===== config.mk =====
export PLATFORM = sky130hd
export DESIGN_NAME = instr_packer_flat
export DESIGN_NICKNAME = d
export VERILOG_FILES = /design/src/rtl/instr_packer_if.sv /design/src/rtl/instr_packer.sv /design/src/flat_wrapper.sv
export SDC_FILE = /design/constraint.sdc
export NUM_CORES = 1
export LEC_CHECK = 0
export ABC_CLOCK_PERIOD_IN_PS = 1800
export CORE_ASPECT_RATIO = 0.6
export CORE_MARGIN = 2
export CORE_UTILIZATION = 35
export CTS_CLUSTER_SIZE = 20
export DETAILED_ROUTE_END_ITERATION = 8
export SYNTH_ARGS = -nofsm -noshare
export SYNTH_HDL_FRONTEND = slang
export SYNTH_SLANG_ARGS = --single-unit

===== constraint.sdc =====
create_clock -name clock -period 1.8 [get_ports clock]
set_input_delay 0.18 -clock clock [delete_from_list [all_inputs] [get_ports clock]]
set_output_delay 0.18 -clock clock [all_outputs]
set_load 0.01 [all_outputs]

===== src/rtl/instr_packer_if.sv =====
// Byte-stream / instruction-word bundle between the file reader, the packer
// and the downstream decoder.
//
// Handshake semantics (both channels): a transfer happens on a rising clock
// edge exactly when the producer's valid and the consumer's ready are both 1.
// A producer may hold or change its data while ready is low; nothing is
// consumed until the edge where both are high.
interface instr_packer_if #(
    parameter int DEPTH = 4
);
    // Upstream byte channel
    logic [7:0]              byte_in;
    logic                    byte_valid;
    logic                    byte_last;
    logic                    byte_ready;

    // Downstream instruction channel
    logic [15:0]             instr_out;
    logic                    instr_pad;
    logic                    instr_valid;
    logic                    instr_ready;

    // FIFO occupancy, 0..DEPTH
    logic [$clog2(DEPTH):0]  fill_count;

    // Environment side: drives bytes in, consumes words out
    modport master (
        output byte_in,
        output byte_valid,
        output byte_last,
        output instr_ready,
        input  byte_ready,
        input  instr_out,
        input  instr_pad,
        input  instr_valid,
        input  fill_count
    );

    // Packer side
    modport slave (
        input  byte_in,
        input  byte_valid,
        input  byte_last,
        input  instr_ready,
        output byte_ready,
        output instr_out,
        output instr_pad,
        output instr_valid,
        output fill_count
    );
endinterface


===== src/rtl/instr_packer.sv =====
// Packs a big-endian byte stream into 16-bit instruction words and queues
// them in a small FIFO for the decoder. An odd-length image ends with a
// word whose low byte is zero and whose pad flag is set.
module instr_packer #(
    parameter int DEPTH = 4
) (
    input  logic              clock,
    input  logic              reset,
    instr_packer_if.slave     bus,
    output logic              dbg_state
);

    localparam int AW = (DEPTH > 1) ? $clog2(DEPTH) : 1;
    localparam int CW = $clog2(DEPTH) + 1;

    typedef enum logic {
        LOW_WAIT  = 1'b0,
        HIGH_HELD = 1'b1
    } asm_state_t;

    asm_state_t        state_q;
    asm_state_t        state_d;
    logic [7:0]        held_q;
    logic [7:0]        held_d;

    logic [15:0]       mem_word [DEPTH];
    logic              mem_pad  [DEPTH];
    logic [AW-1:0]     wr_ptr_q;
    logic [AW-1:0]     rd_ptr_q;
    logic [CW-1:0]     count_q;
    logic              run_q;

    logic              accept;
    logic              pop;
    logic              push;
    logic [15:0]       push_word;
    logic              push_pad;

    // Ready is purely registered: it needs one edge out of reset (run_q)
    // and free space, and never looks at instr_ready, so a pop in the same
    // cycle cannot open the door to a byte while the FIFO is full.
    assign bus.byte_ready  = run_q && (count_q < CW'(DEPTH));
    assign bus.instr_valid = (count_q != '0);
    assign bus.fill_count  = count_q;

    assign accept = bus.byte_valid && bus.byte_ready;
    assign pop    = bus.instr_valid && bus.instr_ready;

    assign dbg_state = state_q;

    // Head of the FIFO, forced to zero when empty
    assign bus.instr_out = bus.instr_valid ? mem_word[rd_ptr_q] : 16'h0000;
    assign bus.instr_pad = bus.instr_valid ? mem_pad[rd_ptr_q]  : 1'b0;

    // Assembler state and held high byte
    always_ff @(posedge clock or negedge reset) begin
        if (!reset) begin
            state_q <= LOW_WAIT;
            held_q  <= 8'h00;
        end else begin
            state_q <= state_d;
            held_q  <= held_d;
        end
    end

    // Assembler next state and the word to push
    always_comb begin
        state_d   = state_q;
        held_d    = held_q;
        push      = 1'b0;
        push_word = 16'h0000;
        push_pad  = 1'b0;
        if (accept) begin
            case (state_q)
                LOW_WAIT: begin
                    if (bus.byte_last) begin
                        // Lone final byte: goes out as the high byte, padded
                        push      = 1'b1;
                        push_word = {bus.byte_in, 8'h00};
                        push_pad  = 1'b1;
                    end else begin
                        held_d  = bus.byte_in;
                        state_d = HIGH_HELD;
                    end
                end
                HIGH_HELD: begin
                    // Second byte always completes the word; byte_last here
                    // just means the image ended on an even boundary.
                    push      = 1'b1;
                    push_word = {held_q, bus.byte_in};
                    push_pad  = 1'b0;
                    state_d   = LOW_WAIT;
                end
                default: begin
                    state_d = LOW_WAIT;
                end
            endcase
        end
    end

    // FIFO storage write port
    always_ff @(posedge clock or negedge reset) begin
        if (!reset) begin
            for (int i = 0; i < DEPTH; i++) begin
                mem_word[i] <= 16'h0000;
                mem_pad[i]  <= 1'b0;
            end
        end else if (push) begin
            mem_word[wr_ptr_q] <= push_word;
            mem_pad[wr_ptr_q]  <= push_pad;
        end
    end

    // FIFO pointers; DEPTH is a power of two so they wrap by overflow
    always_ff @(posedge clock or negedge reset) begin
        if (!reset) begin
            wr_ptr_q <= '0;
            rd_ptr_q <= '0;
        end else begin
            if (push) begin
                wr_ptr_q <= wr_ptr_q + AW'(1);
            end
            if (pop) begin
                rd_ptr_q <= rd_ptr_q + AW'(1);
            end
        end
    end

    // Occupancy: simultaneous push and pop cancel out
    always_ff @(posedge clock or negedge reset) begin
        if (!reset) begin
            count_q <= '0;
        end else begin
            case ({push, pop})
                2'b10:   count_q <= count_q + CW'(1);
                2'b01:   count_q <= count_q - CW'(1);
                default: count_q <= count_q;
            endcase
        end
    end

    // Holds byte_ready low until the first edge after reset release
    always_ff @(posedge clock or negedge reset) begin
        if (!reset) begin
            run_q <= 1'b0;
        end else begin
            run_q <= 1'b1;
        end
    end

endmodule


===== src/flat_wrapper.sv =====
// flat-port wrapper written by rule: the top's interface ports become plain ports
module instr_packer_flat 
#(
    parameter int DEPTH = 4
)
  (clock, reset, dbg_state, bus_byte_in, bus_byte_valid, bus_byte_last, bus_instr_ready, bus_byte_ready, bus_instr_out, bus_instr_pad, bus_instr_valid, bus_fill_count);
  instr_packer_if #(.DEPTH(DEPTH)) bus_i ();
  input  logic clock;
  input  logic reset;
  output logic dbg_state;
  input wire logic [$bits(bus_i.byte_in)-1:0] bus_byte_in;
  input wire logic [$bits(bus_i.byte_valid)-1:0] bus_byte_valid;
  input wire logic [$bits(bus_i.byte_last)-1:0] bus_byte_last;
  input wire logic [$bits(bus_i.instr_ready)-1:0] bus_instr_ready;
  output wire logic [$bits(bus_i.byte_ready)-1:0] bus_byte_ready;
  output wire logic [$bits(bus_i.instr_out)-1:0] bus_instr_out;
  output wire logic [$bits(bus_i.instr_pad)-1:0] bus_instr_pad;
  output wire logic [$bits(bus_i.instr_valid)-1:0] bus_instr_valid;
  output wire logic [$bits(bus_i.fill_count)-1:0] bus_fill_count;
  assign bus_i.byte_in = bus_byte_in;
  assign bus_i.byte_valid = bus_byte_valid;
  assign bus_i.byte_last = bus_byte_last;
  assign bus_i.instr_ready = bus_instr_ready;
  assign bus_byte_ready = bus_i.byte_ready;
  assign bus_instr_out = bus_i.instr_out;
  assign bus_instr_pad = bus_i.instr_pad;
  assign bus_instr_valid = bus_i.instr_valid;
  assign bus_fill_count = bus_i.fill_count;
  instr_packer #(.DEPTH(DEPTH)) u_core (.clock(clock), .reset(reset), .bus(bus_i), .dbg_state(dbg_state));
endmodule

**Word level (Yosys, flattened, before mapping)**

Index checks and enable logic that the tools add are counted.
W data, S select, Z words.

- Muxes and demuxes: 25
- Equality and inequality tests: 2
- Reduce and logical (&&, ||, !) cells: 7
- Bitwise gates (word level): 4
- Add/subtract/negate cells: 4
- Order comparisons: 4

Operators by type and width:

| operator | number |
|---|---|
| $mux W16 | 6 |
| $bwmux W64 | 1 |
| $bmux W16 S2 | 1 |
| $demux W16 S2 | 1 |
| $pmux W16 S2 | 1 |
| $mux W1 | 8 |
| $ge A3 B3 Y1 const B | 2 |
| $not A2 Y3 | 2 |
| $pmux W1 S2 | 3 |
| $pmux W3 S2 | 1 |
| $add A2 B1 Y2 const B | 2 |
| $bwmux W4 | 1 |
| $logic_and A1 B1 Y1 | 4 |
| $add A3 B1 Y3 const B | 1 |
| $lt A3 B1 Y1 const B | 1 |
| $lt A3 B3 Y1 const B | 1 |
| $reduce_and A3 Y1 | 1 |
| $reduce_bool A3 Y1 | 1 |
| $sub A3 B1 Y3 const B | 1 |
| $bmux W1 S2 | 1 |
| $demux W1 S2 | 1 |
| $eq A2 B1 Y1 const B | 1 |
| $eq A2 B2 Y1 const B | 1 |
| $not A1 Y1 | 2 |
| $reduce_bool A2 Y1 | 1 |

- Word-level logic and storage cells: 60
- Output and inout bits: 23
- Register bits after elaboration: 85
- Input bits: 13

**Depth between registers and ports, before layout**

Gate-level depths: netlist (run 1).

- Depth in word-level cells: 6
- Mapped depth: 9
- Depth with buffers taken out: 9

**Worst setup path after synthesis (run 1)**

OpenSTA, ideal clock, no wires.

- Path kind: register -> register
- From: register u_core.count_q[2], in the netlist u_core.bus.fill_count[2]
- To: register u_core.count_q[2], in the netlist u_core.bus.fill_count[2]
- Stages on the path, launching flop included: 10
- Setup slack: -0.208 ns
- Library setup time: 0.079 ns
- Period minus slack after synthesis: 2.008 ns
- Data required time: 1.721 ns
- Data arrival time: 1.929 ns
- Path buffers: 1
- Cell sequence: dfrtp_1 -> or3_1 -> clkbuf_1 -> and2_1 -> ha_1 -> inv_1 -> fa_1 -> xor2_1 -> nor2_1 -> xor2_1

- Elaborated cells between the ends (all ways): 12
- Those cells by class: add/sub: 2; order compare: 1; eq/ne: 2; mux: 2; reduce/logical: 5

RTL lines:

| what | RTL line | RTL |
|---|---|---|
| from (decl) | instr_packer.sv:30 | `logic [CW-1:0] count_q;` |
| from (signal assigned) | instr_packer.sv:135 | `2'b10: count_q <= count_q + CW'(1);` |
| from (signal assigned) | instr_packer.sv:136 | `2'b01: count_q <= count_q - CW'(1);` |
| from (signal assigned) | instr_packer.sv:137 | `default: count_q <= count_q;` |
| $reduce_bool A3 Y1 (*) | instr_packer.sv:43 | `assign bus.instr_valid = (count_q != '0);` |
| $logic_and A1 B1 Y1 (*) | instr_packer.sv:47 | `assign pop = bus.instr_valid && bus.instr_ready;` |
| named net u_core.pop | instr_packer.sv:34 | `logic pop;` |
| $eq A2 B1 Y1 / $eq A2 B2 Y1 (equally long branches) | instr_packer.sv:134 | `case ({push, pop})` |
| $pmux W3 S2 / $reduce_bool A2 Y1 (equally long branches) | -- |  |

The timed path passes the listed nets; every way through them passes the cells marked *.
A chain may end at the register's enable or synchronous reset.

**Final worst setup path (run 1)**

- From: register u_core.rd_ptr_q[0]
- To: output port bus_instr_out[5]

- Word-level cells in the longest chain between the ends: 5

RTL lines:

| what | RTL line | RTL |
|---|---|---|
| from (decl) | instr_packer.sv:29 | `logic [AW-1:0] rd_ptr_q;` |
| from (signal assigned) | instr_packer.sv:124 | `rd_ptr_q <= rd_ptr_q + AW'(1);` |
| $not A2 Y3 (implied by the code) | instr_packer.sv:52 | `assign bus.instr_out = bus.instr_valid ? mem_word[rd_ptr_q] : 16'h0000;` |
| $bmux W16 S2 | instr_packer.sv:52 |  |
| $mux W16 (implied by the code) (2 in series) | instr_packer.sv:52 |  |
| $mux W16 | instr_packer.sv:52 |  |
| to (decl) | flat_wrapper.sv:16 | `output wire logic [$bits(bus_i.instr_out)-1:0] bus_instr_out;` |

No other way between the ends. The select of a mux whose other input is x is not followed.

==> flow_summary.json, run 1 <==
{
  "outcome": "complete, but fails checks",
  "failed_checks": "negative setup slack",
  "grt-ovfl-total": 0,
  "ys_types": 30,
  "timing.critical_path.required_ps": 1620,
  "multi_input_area_um2": 1856,
  "pin_count": 36,
  "netlist_instances": 270,
  "drt-initial-drc-count": 89,
  "gr-usage-all-layers": 0.1671,
  "setup_slack_ps": -157.2,
  "swShare": 0.2984,
  "cap_violations": 0,
  "worst_slew_pin_slew_ps": 514.3,
  "gp_congestion": 0.7051,
  "p_switching_w": 0.002580,
  "core_area_um2": 11300,
  "internal-power_w": 0.006068,
  "dp_hpwl_mm": 6.395,
  "finalSetupViolations": 19,
  "layout-drive-gt1-share": 0.5233,
  "finalNonFillerCells": 504,
  "syn_nets": 289,
  "clkSlewWorstSetupHoldPaths_ps": 60,
  "cts-root-buf": "clkbuf_16",
  "rows": 30,
  "power_w": 0.008649,
  "path_max_fanout": 5,
  "ir_drop_mv": 0.7799,
  "yosys_warnings": 0,
  "clockBufferDepth": 2,
  "cp.arrival_ps": 1780,
  "tritoncts": "yes",
  "path_cells": "buf_12, buf_12, mux4_2, and2_4, buf_6",
  "fin_crit_sh": 1.087,
  "max_stage_delay_ps": 530,
  "vias": 2431,
  "critPathTopFamily": "multiplexers",
  "critPathLaunchType": "register",
  "grt_max_degree": 44,
  "portBuffers": 35,
  "p_clk_frac": 0.232,
  "leakagePower_nw": 2.463,
  "diodes": 0,
  "die_area_um2": 12460,
  "grt_pass1_vias": 2610,
  "grt_pass1_wl_mm": 15.20,
  "routedWlPerCell_um": 18.39,
  "first_pass_iters": 4,
  "clock_latency_ps": 330,
  "start_util": 0.3580,
  "cts_inserted_buffers": 9,
  "period_minus_slack_ps": 1957,
  "htree_levels": 3,
  "final_common_cell": "dfrtp_1",
  "syn_to_final_growth_pct": 30.53,
  "wl_mm": 9.269,
  "crit_buf_inv": 3,
  "cp_common_cell": "buf_12",
  "power_density_nw_per_um2": 1638,
  "hp-class": "in -> async",
  "avgSynthCellArea_um2": 14.98,
  "antenna_found_initial": 0,
  "seq_area_frac_synth": 0.5258,
  "report.final.slew_viol_count": 0,
  "layout.nets": 358,
  "rsz0062_at_grt": "yes",
  "hold_viol": 0,
  "p_seq_frac": 0.337,
  "syn_area_um2": 4045,
  "nFillCells": 1009,
  "seqCellArea_um2": 2130,
  "path_class": "reg -> out",
  "cp_slowest_cell": "mux4_2",
  "fmax_ghz": 0.5109,
  "final_cell_mix": "dfrtp_1 (83), mux2_2 (68), buf_4 (24), mux4_2 (17), clkdlybuf4s50_1 (16)",
  "drtAntennaViolNets": 0,
  "cts.sinks": 85,
  "worst_setup_path_end_kind": "output pin",
  "slew-limit-headroom": 0.6535,
  "synth-seq-cells": 85,
  "vias_per_cell": 4.823,
  "share_comb_of_total_power": 0.432,
  "final.setup_skew_ps": 3.018,
  "placedCellCount": 481,
  "die_height_um": 87.28,
  "drc": 0,
  "die_w_um": 142.8
}
worst reg2reg max path: stages (launching register included):
cell and delay (ps):
dfrtp_2 430, or3_4 450, and2_4 180, ha_4 160, inv_2 40, fa_2 410
mux2i_1 140
metrics by stage:
stage	setup WS [ps]	hold WS [ps]	setup TNS (ps)	area [um^2]	utilization
floorplan	-124.3	-115.6	-236.3	4068	-
global placement	-177.0	80.49	-8773	4835	0.4279
detailed placement	-192.0	87.04	-9101	4835	0.4279
CTS	-219.0	278.2	-2792	5273	0.4667
global route	-200.1	286.5	-3072	5280	0.4673
finish	-157.2	273.9	-1955	5280	0.4673
kinds of logic after synthesis:
logic type               share of synthesized area
AND/OR/NAND/NOR                            0.08351
multiplexers                                0.3003
other                                    0.0009270
XOR/XNOR                                   0.01299
adder cells (fa/ha/maj)                    0.02041
buffers and inverters                      0.02845
flip-flops                                  0.5258
AO/OA/AOI/OAI                              0.02753
power groups by stage:
stage	Combinational (W)	Sequential, W	Clock [W]
2_1_floorplan	0.00204	0.00285	0
3_3_place_gp	0.00332	0.00291	0
3_5_place_dp	0.00337	0.00294	0
4_1_cts	0.00374	0.00290	0.00205
5_1_grt	0.00404	0.00300	0.00216
6_report	0.00374	0.00291	0.00200
metal layers:
| layer | GRT usage | wire (um) | share of wire | vias to the layer above |
|---|---|---|---|---|
| met1 | 0.2504 | 4838 | 0.52 | 1259 |
| met4 | 0.03780 | 70 | 0.0076 | 0 |
| met5 | 0 | 0 | 0 | - |
| met2 | 0.2395 | 4004 | 0.43 | 48 |
| met3 | 0.04948 | 356 | 0.038 | 9 |
| li1 | - | - | - | 1115 |
layout make-up:
class,count,area share
Multi-Input combinational cell,165,0.3514
Timing Repair Buffer,72,0.1412
Sequential cell,85,0.4033
Clock inverter,4,0.01327
Tap cell,160,0.03791
Inverter,6,0.004265
Clock buffer,12,0.04858
synthesized netlist by cell type:
cell type  number  area (um^2)
clkbuf_1        6        22.52
nand3_1         1        5.000
dfrtp_1        85         2127
nor2b_1         2        12.51
nor2_4          1        11.26
xnor2_1         3        26.28
nor3b_4         4        75.07
nand2_1         3        11.26
ha_1            5        62.56
mux2_1          5        56.30
nand3b_4        1        20.02
and2_1         26        162.7
buf_2           2        10.01
mux4_2         17        382.9
xor2_1          3        26.28
o21ai_0         1        5.000
mux2i_1         1        10.01
or3_1           1        6.260
a22o_1          7        61.31
and3b_1         1        8.760
nor2_1          4        15.01
fa_1            1        20.02
conb_1          1        3.750
inv_1           6        22.52
buf_6           4        45.04
a31oi_1         4        25.02
and4b_1         1        10.01
a21oi_1         4        20.02
buf_4           2        15.01
mux2_2         68        765.7
flip-flops by register name, summed over array words and instances (netlist names):
name                   count
u_core.bus.fill_count      3
u_core.mem_word           64
u_core.wr_ptr_q            2
u_core.dbg_state           1
u_core.rd_ptr_q            2
u_core.mem_pad             4
u_core.held_q              8
u_core.run_q               1
timing repair:
item | 4_1_cts | 5_1_grt
setup buffers | 6 | 0
hold endpoints to repair | 19 | 0
resized for setup | 86 | 16
gates cloned | 2 | 1
hold buffers | 1 | 0
pin swaps | 16 | 3
setup endpoints to repair | 20 | 24
worst paths after layout:
path | start | endpoint | slack [ps] | depth (start not counted)
max in group asynchronous | reset | u_core.bus.fill_count[2] | 890 | 3
max | u_core.rd_ptr_q[0] | bus_instr_out[5] | -160 | 5
min reg2reg | u_core.mem_word[9] | u_core.mem_word[9] | 490 | 1
max reg2reg | u_core.bus.fill_count[2] | u_core.bus.fill_count[1] | -100 | 6
min | reset | u_core.mem_word[35] | 270 | 2
min in group clock | u_core.mem_word[9] | u_core.mem_word[9] | 490 | 1
No activity file was read; power rests on OpenSTA's default activity.
==> run 2: changes to the inputs <==
--- a/config.mk
+++ b/config.mk
@@ -7,7 +7,7 @@
 export LEC_CHECK = 0
 export ABC_CLOCK_PERIOD_IN_PS = 1800
 export CORE_ASPECT_RATIO = 0.6
-export CORE_MARGIN = 2
+export CORE_MARGIN = 5
 export CORE_UTILIZATION = 35
 export CTS_CLUSTER_SIZE = 20
 export DETAILED_ROUTE_END_ITERATION = 8
==> run 2 against run 1 <==
  * The flow still finishes with violations (negative setup slack)
  * Die area is 11% higher
  * Fmax is 3.6% higher
  * Sequential share of layout area is 2.6 points lower
  * Clock skew is 5.2 ps higher
  * Clock power is 13% lower
  * Setup slack better by 68 ps
  * Final cell count is 2.8% higher
  * Core utilization is 3.2 points higher
  * Clock-buffer cell count is 1 lower
  * Combinational power is 9.4% higher
  * Wire length is 11% higher
  * Via count is 6.0% higher
==> flow_summary.json, run 2 (synthesis results as in run 1) <==
{
  "final_cell_area_um2": 5644,
  "die_height_um": 93.28,
  "cts.sinks": 85,
  "setup_slack_ps": -88.76,
  "wl_mm": 10.33,
  "max_stage_delay_ps": 500,
  "rows": 30,
  "fmax_ghz": 0.5294,
  "final.setup_skew_ps": 8.253,
  "timing.critical_path.required_ps": 1620,
  "first_pass_iters": 4,
  "vias_per_cell": 4.977,
  "ir_drop_mv": 0.8664,
  "syn_to_final_growth_pct": 39.53,
  "layout-drive-gt1-share": 0.5670,
  "report.final.slew_viol_count": 0,
  "hp-class": "in -> async",
  "grt_pass1_wl_mm": 15.69,
  "core_area_um2": 11300,
  "slew-limit-headroom": 0.6490,
  "cp_slowest_cell": "mux4_2",
  "grt_max_degree": 40,
  "die_area_um2": 13880,
  "finalSetupViolations": 35,
  "cap_violations": 0,
  "nFillCells": 950,
  "cts-root-buf": "clkbuf_16",
  "grt_pass1_vias": 2716,
  "vias": 2578,
  "drtAntennaViolNets": 0,
  "die_w_um": 148.8,
  "largest-register": "u_core.mem_word",
  "path_max_fanout": 6,
  "grtUsageMet2": 0.2240,
  "hold_viol": 0,
  "rsz0062_at_grt": "yes",
  "pin_count": 36,
  "cp.arrival_ps": 1710,
  "dp_hpwl_mm": 6.377,
  "fin_crit_sh": 1.049,
  "drt-initial-drc-count": 124,
  "path_cells": "buf_12, mux4_2, and2_1, buf_2",
  "power_w": 0.008804,
  "gr-usage-all-layers": 0.1504,
  "dp_slack_ps": -226.0,
  "routedWlPerCell_um": 19.94,
  "htree_levels": 3,
  "drc": 0,
  "clockBufferDepth": 2,
  "grt-ovfl-total": 0,
  "top_usage_layer": "met2",
  "worst_setup_path_end_kind": "output pin",
  "gp_congestion": 0.7462,
  "period_minus_slack_ps": 1889,
  "largest_register_ffs": 64,
  "clkSlewWorstSetupHoldPaths_ps": 60,
  "tns_ps": -1479,
  "diodes": 0,
  "grt_use_met3": 0.04504,
  "portBuffers": 35,
  "path_class": "reg -> out",
  "antenna_found_initial": 0,
  "met1_usage": 0.2164,
  "power_density_nw_per_um2": 1560,
  "place_area_um2": 4855,
  "outcome": "complete, but fails checks",
  "final_common_cell": "dfrtp_1",
  "clock_latency_ps": 340,
  "cts_inserted_buffers": 9,
  "critPathLaunchType": "register",
  "worst_slew_pin_slew_ps": 521.0,
  "final_cell_mix": "dfrtp_1 (83), mux2_4 (41), mux2_2 (30), buf_4 (25), buf_6 (24)",
  "tritoncts": "yes",
  "hold-worst-slack_ps": 315.5,
  "top_regs": "u_core.mem_word x64, u_core.held_q x8, u_core.mem_pad x4",
  "failed_checks": "negative setup slack",
  "leakagePower_nw": 2.613,
  "start_util": 0.3580,
  "layout.nets": 372
}
[run 2: cell count changes in the layout (fill, tap and decap cells not counted), moves of 3 or more]
cell / delta
and2_1: -5
and2_4: +5
buf_2: -5
buf_6: +12
clkbuf_16: +3
mux2_1: -3
mux2_2: -38
mux2_4: +41
[run 2: what timing repair did]
action,in CTS,in global routing
hold buffers,1,0
setup endpoints to repair,54,52
pin swaps,18,9
cloned,2,4
setup buffers,11,7
resized for setup,99,68
hold endpoints to repair,27,0
[run 2: power by group]
part | total [W] | switching [W] | internal [W]
clock | 0.00175 | 0.000778 | 0.000976
sequential | 0.00296 | 0.000399 | 0.00256
combinational | 0.00409 | 0.00158 | 0.00252
[run 2: worst paths after layout]
kind                                           from                  endpoint  slack, ps  cells past startpoint
setup / recovery                 u_core.rd_ptr_q[0]          bus_instr_out[9]        -90                      4
hold / removal                                reset       u_core.mem_word[50]        320                      2
setup reg to reg           u_core.bus.fill_count[1]  u_core.bus.fill_count[2]        -50                      8
hold reg to reg                 u_core.mem_word[26]       u_core.mem_word[26]        480                      1
max in group asynchronous                     reset       u_core.mem_word[22]        880                      3
min in group clock              u_core.mem_word[26]       u_core.mem_word[26]        480                      1
[run 2: per-stage QoR]
| stage | util | instances |
|---|---|---|
| after floorplan | - | 270 |
| after global placement | 0.4297 | 482 |
| after detailed placement | 0.4297 | 482 |
| after CTS | 0.4682 | 511 |
| after global routing | 0.4996 | 518 |
| final | 0.4996 | 518 |
[run 2: final cells by class]
class	count	area, um^2	share of cell area
Multi-Input combinational cell	165	2027	0.3591
Timing Repair Buffer	86	987.2	0.1749
Clock buffer	11	242.7	0.04301
Inverter	6	22.52	0.003990
Sequential cell	85	2130	0.3773
Clock inverter	5	35.03	0.006207
Tap cell	160	200.2	0.03547
[run 2: per-layer routing]
layer,up-vias,share of wire,routed length (um)
met4,0,0.0084,87
met2,63,0.45,4612
met1,1367,0.50,5124
met3,8,0.049,506
li1,1140,-,-
met5,-,0,0
[run 2: critical path, delay by kind of cell, from the launching register on]
family | cells | cell delay [ps]
buffers and inverters | 2 | 280
multiplexers | 1 | 500
AND/OR/NAND/NOR | 1 | 150
flip-flops | 1 | 440
